**src/rtl/uart_hex_tx.sv**
```systemverilog
// uart_hex_tx: accepts a 16-bit word over valid/ready and sends it as four
// uppercase ASCII hex characters (MS nibble first), each an 8N1 frame, LSB
// first, with no gap between characters. tx is driven straight from a flop.
module uart_hex_tx #(
  parameter int unsigned CLK_HZ       = 100000000,
  parameter int unsigned BAUD         = 115200,
  parameter int unsigned CLKS_PER_BIT = CLK_HZ / BAUD
) (
  input  logic        clk,
  input  logic        rst,
  input  logic [15:0] in_data,
  input  logic        in_valid,
  output logic        in_ready,
  output logic        tx,
  output logic        busy
);

  localparam int unsigned CW = (CLKS_PER_BIT > 1) ? $clog2(CLKS_PER_BIT) : 1;

  typedef enum logic [1:0] {
    IDLE,
    START,
    DATA,
    STOP
  } state_t;

  state_t        state, state_n;
  logic [CW-1:0] baud, baud_n;
  logic [2:0]    bit_idx, bit_n;
  logic [1:0]    char_idx, char_n;
  logic [15:0]   shadow, shadow_n;
  logic          tx_n;
  logic          baud_last;
  logic [7:0]    char_n_byte;

  // Nibble to uppercase ASCII hex digit.
  function automatic logic [7:0] hex_char(input logic [3:0] n);
    if (n <= 4'd9) return 8'h30 + {4'h0, n};
    else           return 8'h37 + {4'h0, n};
  endfunction

  // Nibble select by character index, most significant nibble first.
  function automatic logic [3:0] nibble_sel(input logic [15:0] w, input logic [1:0] idx);
    case (idx)
      2'd0:    return w[15:12];
      2'd1:    return w[11:8];
      2'd2:    return w[7:4];
      default: return w[3:0];
    endcase
  endfunction

  assign baud_last = (baud == CW'(CLKS_PER_BIT - 1));
  assign in_ready  = (state == IDLE) && !rst;
  assign busy      = (state != IDLE);

  // Next-state, counter and line-level logic.
  always_comb begin
    state_n  = state;
    baud_n   = baud;
    bit_n    = bit_idx;
    char_n   = char_idx;
    shadow_n = shadow;
    tx_n     = 1'b1;

    case (state)
      IDLE: begin
        if (in_valid && in_ready) begin
          state_n  = START;
          shadow_n = in_data;
          char_n   = 2'd0;
          bit_n    = 3'd0;
          baud_n   = '0;
        end
      end
      START: begin
        if (baud_last) begin
          baud_n  = '0;
          bit_n   = 3'd0;
          state_n = DATA;
        end else begin
          baud_n = baud + CW'(1);
        end
      end
      DATA: begin
        if (baud_last) begin
          baud_n = '0;
          if (bit_idx == 3'd7) begin
            state_n = STOP;
          end else begin
            bit_n = bit_idx + 3'd1;
          end
        end else begin
          baud_n = baud + CW'(1);
        end
      end
      STOP: begin
        if (baud_last) begin
          baud_n = '0;
          if (char_idx == 2'd3) begin
            state_n = IDLE;
          end else begin
            char_n  = char_idx + 2'd1;
            state_n = START;
          end
        end else begin
          baud_n = baud + CW'(1);
        end
      end
      default: state_n = IDLE;
    endcase

    // Line level is derived from the next state so tx can be registered
    // and still change on the same edge as the state.
    char_n_byte = hex_char(nibble_sel(shadow_n, char_n));
    case (state_n)
      START:   tx_n = 1'b0;
      DATA:    tx_n = char_n_byte[bit_n];
      default: tx_n = 1'b1;
    endcase
  end

  // State, counters, shadow word and registered serial line.
  always_ff @(posedge clk) begin
    if (rst) begin
      state    <= IDLE;
      baud     <= '0;
      bit_idx  <= '0;
      char_idx <= '0;
      shadow   <= '0;
      tx       <= 1'b1;
    end else begin
      state    <= state_n;
      baud     <= baud_n;
      bit_idx  <= bit_n;
      char_idx <= char_n;
      shadow   <= shadow_n;
      tx       <= tx_n;
    end
  end

endmodule

```
**config.mk**
```make
export PLATFORM = sky130hd
export DESIGN_NAME = uart_hex_tx
export DESIGN_NICKNAME = d
export VERILOG_FILES = /design/src/rtl/uart_hex_tx.sv
export SDC_FILE = /design/constraint.sdc
export NUM_CORES = 1
export LEC_CHECK = 0
export BUFFER_PORTS_ARGS = -buffer_cell sky130_fd_sc_hd__clkbuf_2
export CORE_UTILIZATION = 40
export CTS_BUF_LIST = sky130_fd_sc_hd__clkbuf_4
export DETAILED_ROUTE_END_ITERATION = 6
export PLACE_DENSITY = 0.58
export SLEW_MARGIN = 10
export SYNTH_ARGS = -nofsm -noshare
export SYNTH_HDL_FRONTEND = slang
export SYNTH_SLANG_ARGS = --single-unit
```
**constraint.sdc**
```tcl
create_clock -name clk -period 3.5 [get_ports clk]
set_input_delay 0.175 -clock clk [delete_from_list [all_inputs] [get_ports clk]]
set_output_delay 0.175 -clock clk [all_outputs]
set_load 0.005 [all_outputs]
```
# Word-level counts from Yosys, hierarchy flattened
# Cells that the tools add are included.
word_totals:
  regBits: 34
  in_bits: 19
  word_cells: 57
op_classes:
  n_addsub: 5
  magnitude_cmp: 2
  eq_ne: 11
  muxes: 26
  n_reduce_logical: 7
ops:
  columns: ["op", "n"]
  rows:
  - ["$mux W16", 2]
  - ["$mux W10", 2]
  - ["$pmux W10 S2", 1]
  - ["$mux W2", 8]
  - ["$add A6 B4 Y7 const A", 2]
  - ["$mux W3", 4]
  - ["$pmux W4 S3", 1]
  - ["$add A10 B1 Y10 const B", 1]
  - ["$eq A10 B10 Y1 const B", 1]
  - ["$eq A2 B2 Y1 const B", 5]
  - ["$pmux W3 S3", 1]
  - ["$pmux W2 S4", 1]
  - ["$mux W7", 1]
  - ["$eq A2 B1 Y1 const B", 3]
  - ["$le A4 B4 Y1 const B", 1]
  - ["$logic_not A2 Y1", 2]
  - ["$lt A3 B4 Y1 const B", 1]
  - ["$pmux W2 S2", 1]
  - ["$add A3 B1 Y3 const B", 1]
  - ["$bmux W1 S3", 1]
  - ["$eq A3 B3 Y1 const B", 1]
  - ["$reduce_or A3 Y1", 1]
  - ["$add A2 B1 Y2 const B", 1]
  - ["$logic_and A1 B1 Y1", 2]
  - ["5 further kinds", 6]

# Logic depth before layout (Yosys ltp)
# Gate-level depths: netlist of the first run.
depth:
  ltp_word: 12
  ltp_mapped: 15
  mapped_depth_nobuf: 14

# Least setup slack after synthesis of the first run
# OpenSTA, ideal clock, no wires.
synth_timing:
  path_kind: "register -> register"
  start: "register state[0]"
  end: "register tx"
  arrival_time_ns: 3.073
  t_required_ns: 3.385
  setup_slack_ns: 0.312
  path_stages_with_launch: 15
  period_less_slack_ns: 3.188
  path_cell_list: "dfxtp_1 -> inv_1 -> ha_1 -> a211o_1 -> a22oi_4 -> mux4_1 -> mux2i_2 -> inv_2 -> ha_1 -> nor2_1 -> o21ai_0 -> o21ai_1 -> and3_1 -> o21ai_0 -> a31o_1"
synth_via:
  elab_chain_len: 12
synth_lines:
  columns: ["element", "line_no", "text"]
  rows:
  - ["from (decl)", "27", "state_t state, state_n;"]
  - ["from (signal assigned)", "132", "state <= state_n;"]
  - ["$logic_not A2 Y1", "53, 65", null]
  - ["$logic_and A1 B1 Y1", "53", "assign in_ready = (state == IDLE) && !rst;"]
  - ["$logic_and A1 B1 Y1", "67", "if (in_valid && in_ready) begin"]
  - ["$mux W2", "67", null]
  - ["$pmux W2 S2", "65", "case (state)"]
  - ["$eq A2 B2 Y1, or another cell as far along", "44", "case (idx)"]
  - ["$pmux W4 S3", "44", null]
  - ["$add A6 B4 Y7, or another cell as far along", "39", "else return 8'h37 + {4'h0, n};"]
  - ["$mux W7", "38", "if (n <= 4'd9) return 8'h30 + {4'h0, n};"]
  - ["$bmux W1 S3", "117", "DATA: tx_n = char_n_byte[bit_n];"]
  - ["$mux W1 (implied by the code)", "117", null]
  - ["$pmux W1 S2 *", "115", "case (state_n)"]
  - ["to (signal assigned)", "137", "tx <= tx_n;"]
  - ["to (decl)", "14", "output logic tx,"]
# Mark *: on every way between the ends. The rest lies on a longest branch, timed or not. The select of a mux whose other input is x is not followed.
# A chain may end at the register's enable or synchronous reset.

# Final worst setup path of the first run
# Ends and elaborated chain as after synthesis.

==> run metrics, run 1 <==
worst-path fanout max 5; Syn Area/Cell 8.54 um^2; net count after synthesis 266; Reg-to-Reg Start state[0]$_SDFF_PP0_; crit-path cells inv_1 > ha_1 > a211o_1 > a22oi_4 > mux4_1 > mux2i_2 > ha_1 > nor2_2 > o21ai_0 > o21ai_2 > a311oi_1 > nand3_1 > a31o_1; CTS clock-pin slew for the worst setup and hold paths 100 ps; max cap viols 0; outcome complete, no violations; Hold Path Class input pin to flip-flop; Total Die Area 5370 um^2; post-synth top area share 33.5%; # IOs 22; Slew @ Worst Pin 550 ps; Post-Synthesis Cells 238; clk buf depth 2; ANT nets after route 0; Buffers on Ports 21; crit-path max cell delay 370 ps; final period utilization 96.0%; Final GP Congestion 0.838; Post-synth ARST share 0%; Hold Violations, Final 0; Core ar. 4820 um^2; Final Critical Period 3360 ps; WL final 4550 um; Worst Path Arrival 3600 ps; hold path start in_data[6]; register area share after synthesis 33.5%; Area contributors post-synth dfxtp_1, nand2_1, mux4_1; CTS Hold Bufs 0; FMAX 0.298 GHz; Final setup viols 0; Setup crit start state[0]$_SDFF_PP0_; PD cells 320 nW/um^2; n_diodes 0; Met3 Routed Length 250 um; initial antenna violation count 0; Hold Slack 66.2 ps; row count 25; Die W 73.3 um; Yosys warnings 0; RSZ-0062 raised after global routing false; vias in the first global route 1,693; # clock sinks 34; Die Ht 73.3 um; Clock Skew 5.53 ps; Top FF cell, synth dfxtp_1; Worst EP required 3740 ps; Critical Path End Type flip-flop; Overflow after GRT 0; # nets final 292; DR WL met2 1890 um; drt first pass iters 4; Cell variety after synth 52; Cell Area, Synth 2030 um^2; cts bufs inserted 5; largest net degree at the start of global routing 36; WL/cell 13.7 um; root buf cell clkbuf_4; Vias/cell 5.30; Slew HR 62.9%; Detail Placement HPWL 3330 um; CP Launch Type flip-flop; H-tree levels 2; vias 1,753; Leakage 0.00100 uW; Starting Density 42.2%; Buf+Inv Stages, Crit Path 1; Initial DRC Count 72; Top Metal Used met4; Post-synth EDFFs 0; Fin Setup TNS 0 ps; Worst VDD drop 185 uV; Slowest-stage cell, CP dfxtp_2; Top cell by count, worst path ha_1; clock latency on the worst-skew pair 330 ps; Syn-to-layout area delta 12.9%; All-Layer GR Usage 18.7%; TritonCTS clock tree yes; Crit Path Category flip-flop to flip-flop; Max Slew Vio Count 0; wl on met1 2350 um; fraction of layout cells with a size suffix above 1 20.1%; Yosys reg bits 34; Crit path max-delay family compound AO/OA/AOI/OAI gates; first-pass GRT wire length 7770 um; DRC viols 0; Synth area leader dfxtp_1
[layout make-up]
class                      count  area [um^2]
fill                         505         2520
multi-input combinational    188         1290
sequential                    34          683
timing repair buffer          29          165
tap                           67         83.8
clock buffer                   5         37.5
inverter                       6         22.5
clock inverter                 2         10.0
[power by group]
group	internal (uW)	total (uW)	switching, uW	leakage (uW)
clock	72.2	203	131	0.0000308
combinational	53.4	127	73.4	0.000697
sequential	399	405	6.11	0.000277
[placed cells by master (no fill, tap or decap), types with 2 or more instances in the layout]
cell type	instances
mux4_1	4
nor2_1	34
inv_1	5
nand3_1	6
o211ai_1	2
o21ai_0	8
mux2i_1	10
clkbuf_4	5
dfxtp_1	32
ha_1	9
clkbuf_2	21
a21oi_1	24
nand2_1	38
buf_4	8
a22oi_1	2
nor3_1	2
nor2b_1	3
clkinv_2	2
nor3b_1	3
and3_1	5
and2_1	2
dfxtp_2	2
mux4_2	2
a311oi_1	3
mux2i_2	2
[kinds of logic after synthesis]
logic type      after synthesis  share of synthesized area [%]
simple gates                103                           23.3
compound gates               57                           20.0
flops                        34                           33.5
mux                          19                           14.2
buf+inv                      16                           3.45
fa+ha+maj                     9                           5.54
[tightest hold or removal path: stages]
cell      delay [ps]
clkbuf_2          90
nand2_1           50
a21oi_1           50
[timing repair]
item / in CTS / in global routing
hold endpoints to repair: 0 / 0
gates resized for setup: 0 / 7
setup endpoints to repair: 0 / 1
setup buffers: 0 / 0
[state kept, by name, summed over array words and instances (netlist names)]
name      count
shadow       16
bit_idx       3
state         2
baud         10
tx            1
char_idx      2
[routing by layer]
metal  track usage [%]  vias up
met4              7.19        0
li1                  -      905
met5                 0        -
met2              27.9       51
met1              27.1      791
met3              2.88        6
[worst paths after layout]
path | depth (start not counted) | end | slack, ps
hold reg to reg | 2 | shadow[9]$_SDFF_PP0_ | 460
setup reg to reg | 13 | tx$_SDFF_PP1_ | 140
hold / removal | 3 | shadow[6]$_SDFF_PP0_ | 70
setup / recovery | 13 | tx$_SDFF_PP1_ | 140
[synthesized netlist by cell type (2+ instances only)]
library cell and number:
a22oi_1 2, o211ai_1 2, nor3b_1 3, nand3_1 6, buf_2 2, mux2i_1 11, nand2_1 38, and3_1 5
nor2_1 35, a311oi_1 3, o21ai_0 8, inv_1 5, a21oi_1 24, nor3_1 2, and2_1 2, mux4_1 5
nor2b_1 3, clkbuf_1 7, ha_1 9, dfxtp_1 34
[through the flow]
step | util, % | setup slack, ps | area [um^2] | total power (uW) | cells
2_1_floorplan | - | 312 | 2030 | 497 | 238
3_3_place_gp | 46.4 | 174 | 2230 | 535 | 324
3_5_place_dp | 46.4 | 58.5 | 2230 | 536 | 324
4_1_cts | 47.4 | 38.0 | 2280 | 742 | 331
5_1_grt | 47.6 | 0.768 | 2290 | 772 | 331
6_report | 47.6 | 139 | 2290 | 735 | 331
Power figures use the tool's default switching activity.
==> run 2, diff against run 1 <==
--- a/config.mk
+++ b/config.mk
@@ -9,6 +9,7 @@
 export CORE_UTILIZATION = 40
 export CTS_BUF_LIST = sky130_fd_sc_hd__clkbuf_4
 export DETAILED_ROUTE_END_ITERATION = 6
+export GPL_TIMING_DRIVEN = 0
 export PLACE_DENSITY = 0.58
 export SLEW_MARGIN = 10
 export SYNTH_ARGS = -nofsm -noshare
==> run 2 against run 1 <==
Against the previous run:
- clock skew is 8.7 ps higher
- total power is 3.7% higher
- highest routed layer unchanged
- critical path type unchanged
- clock power is 11% higher
==> run metrics, run 2 (same netlist as run 1, synthesis figures left out) <==
clk buf depth 2; # clock sinks 34; Crit Path Category flip-flop to flip-flop; Die Ht 73.3 um; All-Layer GR Usage 19.1%; GRT met3 Usage 5.08%; final worst slack 182 ps; Slew @ Worst Pin 569 ps; met1 layer usage reported by global route 26.0%; crit-path max cell delay 390 ps; Buffers on Ports 20; Starting Density 42.2%; Leakage 0.000970 uW; ANT nets after route 0; clock latency on the worst-skew pair 350 ps; row count 25; Fin Setup TNS 0 ps; vias in the first global route 1,649; cts bufs inserted 5; Hold Violations, Final 0; largest net degree at the start of global routing 13; Final Critical Period 3320 ps; Setup Slack @ Placement -128 ps; max cap viols 0; Top cell by count, worst path o21ai_0; initial antenna violation count 0; Die W 73.3 um; Overflow after GRT 0; WL final 4670 um; Slowest-stage cell, CP mux4_2; max FFs per register 16; Worst EP required 3750 ps; Syn-to-layout area delta 15.0%; DRC viols 0; Final GP Congestion 0.833; Reg with most FFs shadow; CP Launch Type flip-flop; WL/cell 13.9 um; FMAX 0.301 GHz; n_diodes 0; fraction of layout cells with a size suffix above 1 21.2%; PD cells 326 nW/um^2; worst-path fanout max 6; drt first pass iters 4; biggest registers after layout shadow: 16 flops, baud: 10 flops, bit_idx: 3 flops; Detail Placement HPWL 3370 um; vias 1,826; Slew HR 61.9%; Total Die Area 5370 um^2; final period utilization 94.8%; commonest cells after routing, fill and taps aside nand2_1, nor2_1, dfxtp_1; crit-path cells inv_1 > ha_2 > a211o_1 > a22oi_4 > mux4_2 > mux2i_4 > inv_2 > ha_1 > nor2_2 > o21ai_0 > o21ai_2 > and3_1 > o21ai_0 > a31o_1; # nets final 296; CTS clock-pin slew for the worst setup and hold paths 120 ps; Hold Path Class input pin to flip-flop; commonest non-fill, non-tap cell in the layout nand2_1; Worst VDD drop 206 uV; Worst Path Arrival 3570 ps; first-pass GRT wire length 7670 um; TritonCTS clock tree yes; GR Util met2 28.8%; root buf cell clkbuf_4; Core ar. 4820 um^2; Vias/cell 5.43; H-tree levels 2; Clock Skew 14.2 ps; outcome complete, no violations; # IOs 22; Max Slew Vio Count 0; Critical Path End Type flip-flop; Initial DRC Count 96; CTS Hold Bufs 0; global route hottest layer met2; Final setup viols 0
[run 2: cell type report]
type	instances	area, um^2
Buffer	10	50.0
Clock buffer	5	37.5
Clock inverter	3	21.3
Fill cell	528	2480
Inverter	6	22.5
Multi-Input combinational cell	188	1320
Sequential cell	34	683
Tap cell	67	83.8
Timing Repair Buffer	23	123
[run 2: stage by stage]
stage	power, uW	std cells	utilization (%)	area, um^2	hold slack, ps
after floorplan	497	238	-	2030	308
after global placement	534	325	46.0	2220	393
after detailed placement	536	325	46.0	2220	403
after CTS	764	335	47.7	2300	18.8
after global routing	801	336	48.5	2340	19.0
final	762	336	48.5	2340	22.4
[run 2: final timing paths]
kind / to / from / slack [ps] / depth (start not counted)
worst max-delay path: tx$_SDFF_PP1_ / state[0]$_SDFF_PP0_ / 180 / 14
worst min-delay path: shadow[0]$_SDFF_PP0_ / rst / 20 / 2
worst max register to register: tx$_SDFF_PP1_ / state[0]$_SDFF_PP0_ / 180 / 14
worst min register to register: shadow[14]$_SDFF_PP0_ / shadow[14]$_SDFF_PP0_ / 460 / 2
[run 2: power breakdown]
part | internal [uW] | switching [uW]
clock network | 78.0 | 148
registers | 399 | 5.74
logic | 53.8 | 77.5
total | 531 | 232
[run 2: what timing repair did]
action                                  CTS  global route
gates resized for setup                   2            14
hold endpoints to repair                  0             0
buffers inserted                          2             1
endpoints found under the setup margin    1             1
pin swaps                                 1             4
[run 2: worst max-delay path: cells and delay by family (launching register included)]
| kind | cells | cell delay, ps |
|---|---|---|
| compound gates | 6 | 1300 |
| fa+ha+maj | 2 | 520 |
| buf+inv | 2 | 170 |
| flops | 1 | 350 |
| mux | 2 | 580 |
| simple gates | 2 | 320 |
[run 2: layer usage]
layer | wire [um] | vias to the layer above
met5 | 0 | -
met4 | 76 | 0
met3 | 230 | 7
met2 | 2000 | 46
met1 | 2370 | 852
li1 | - | 921
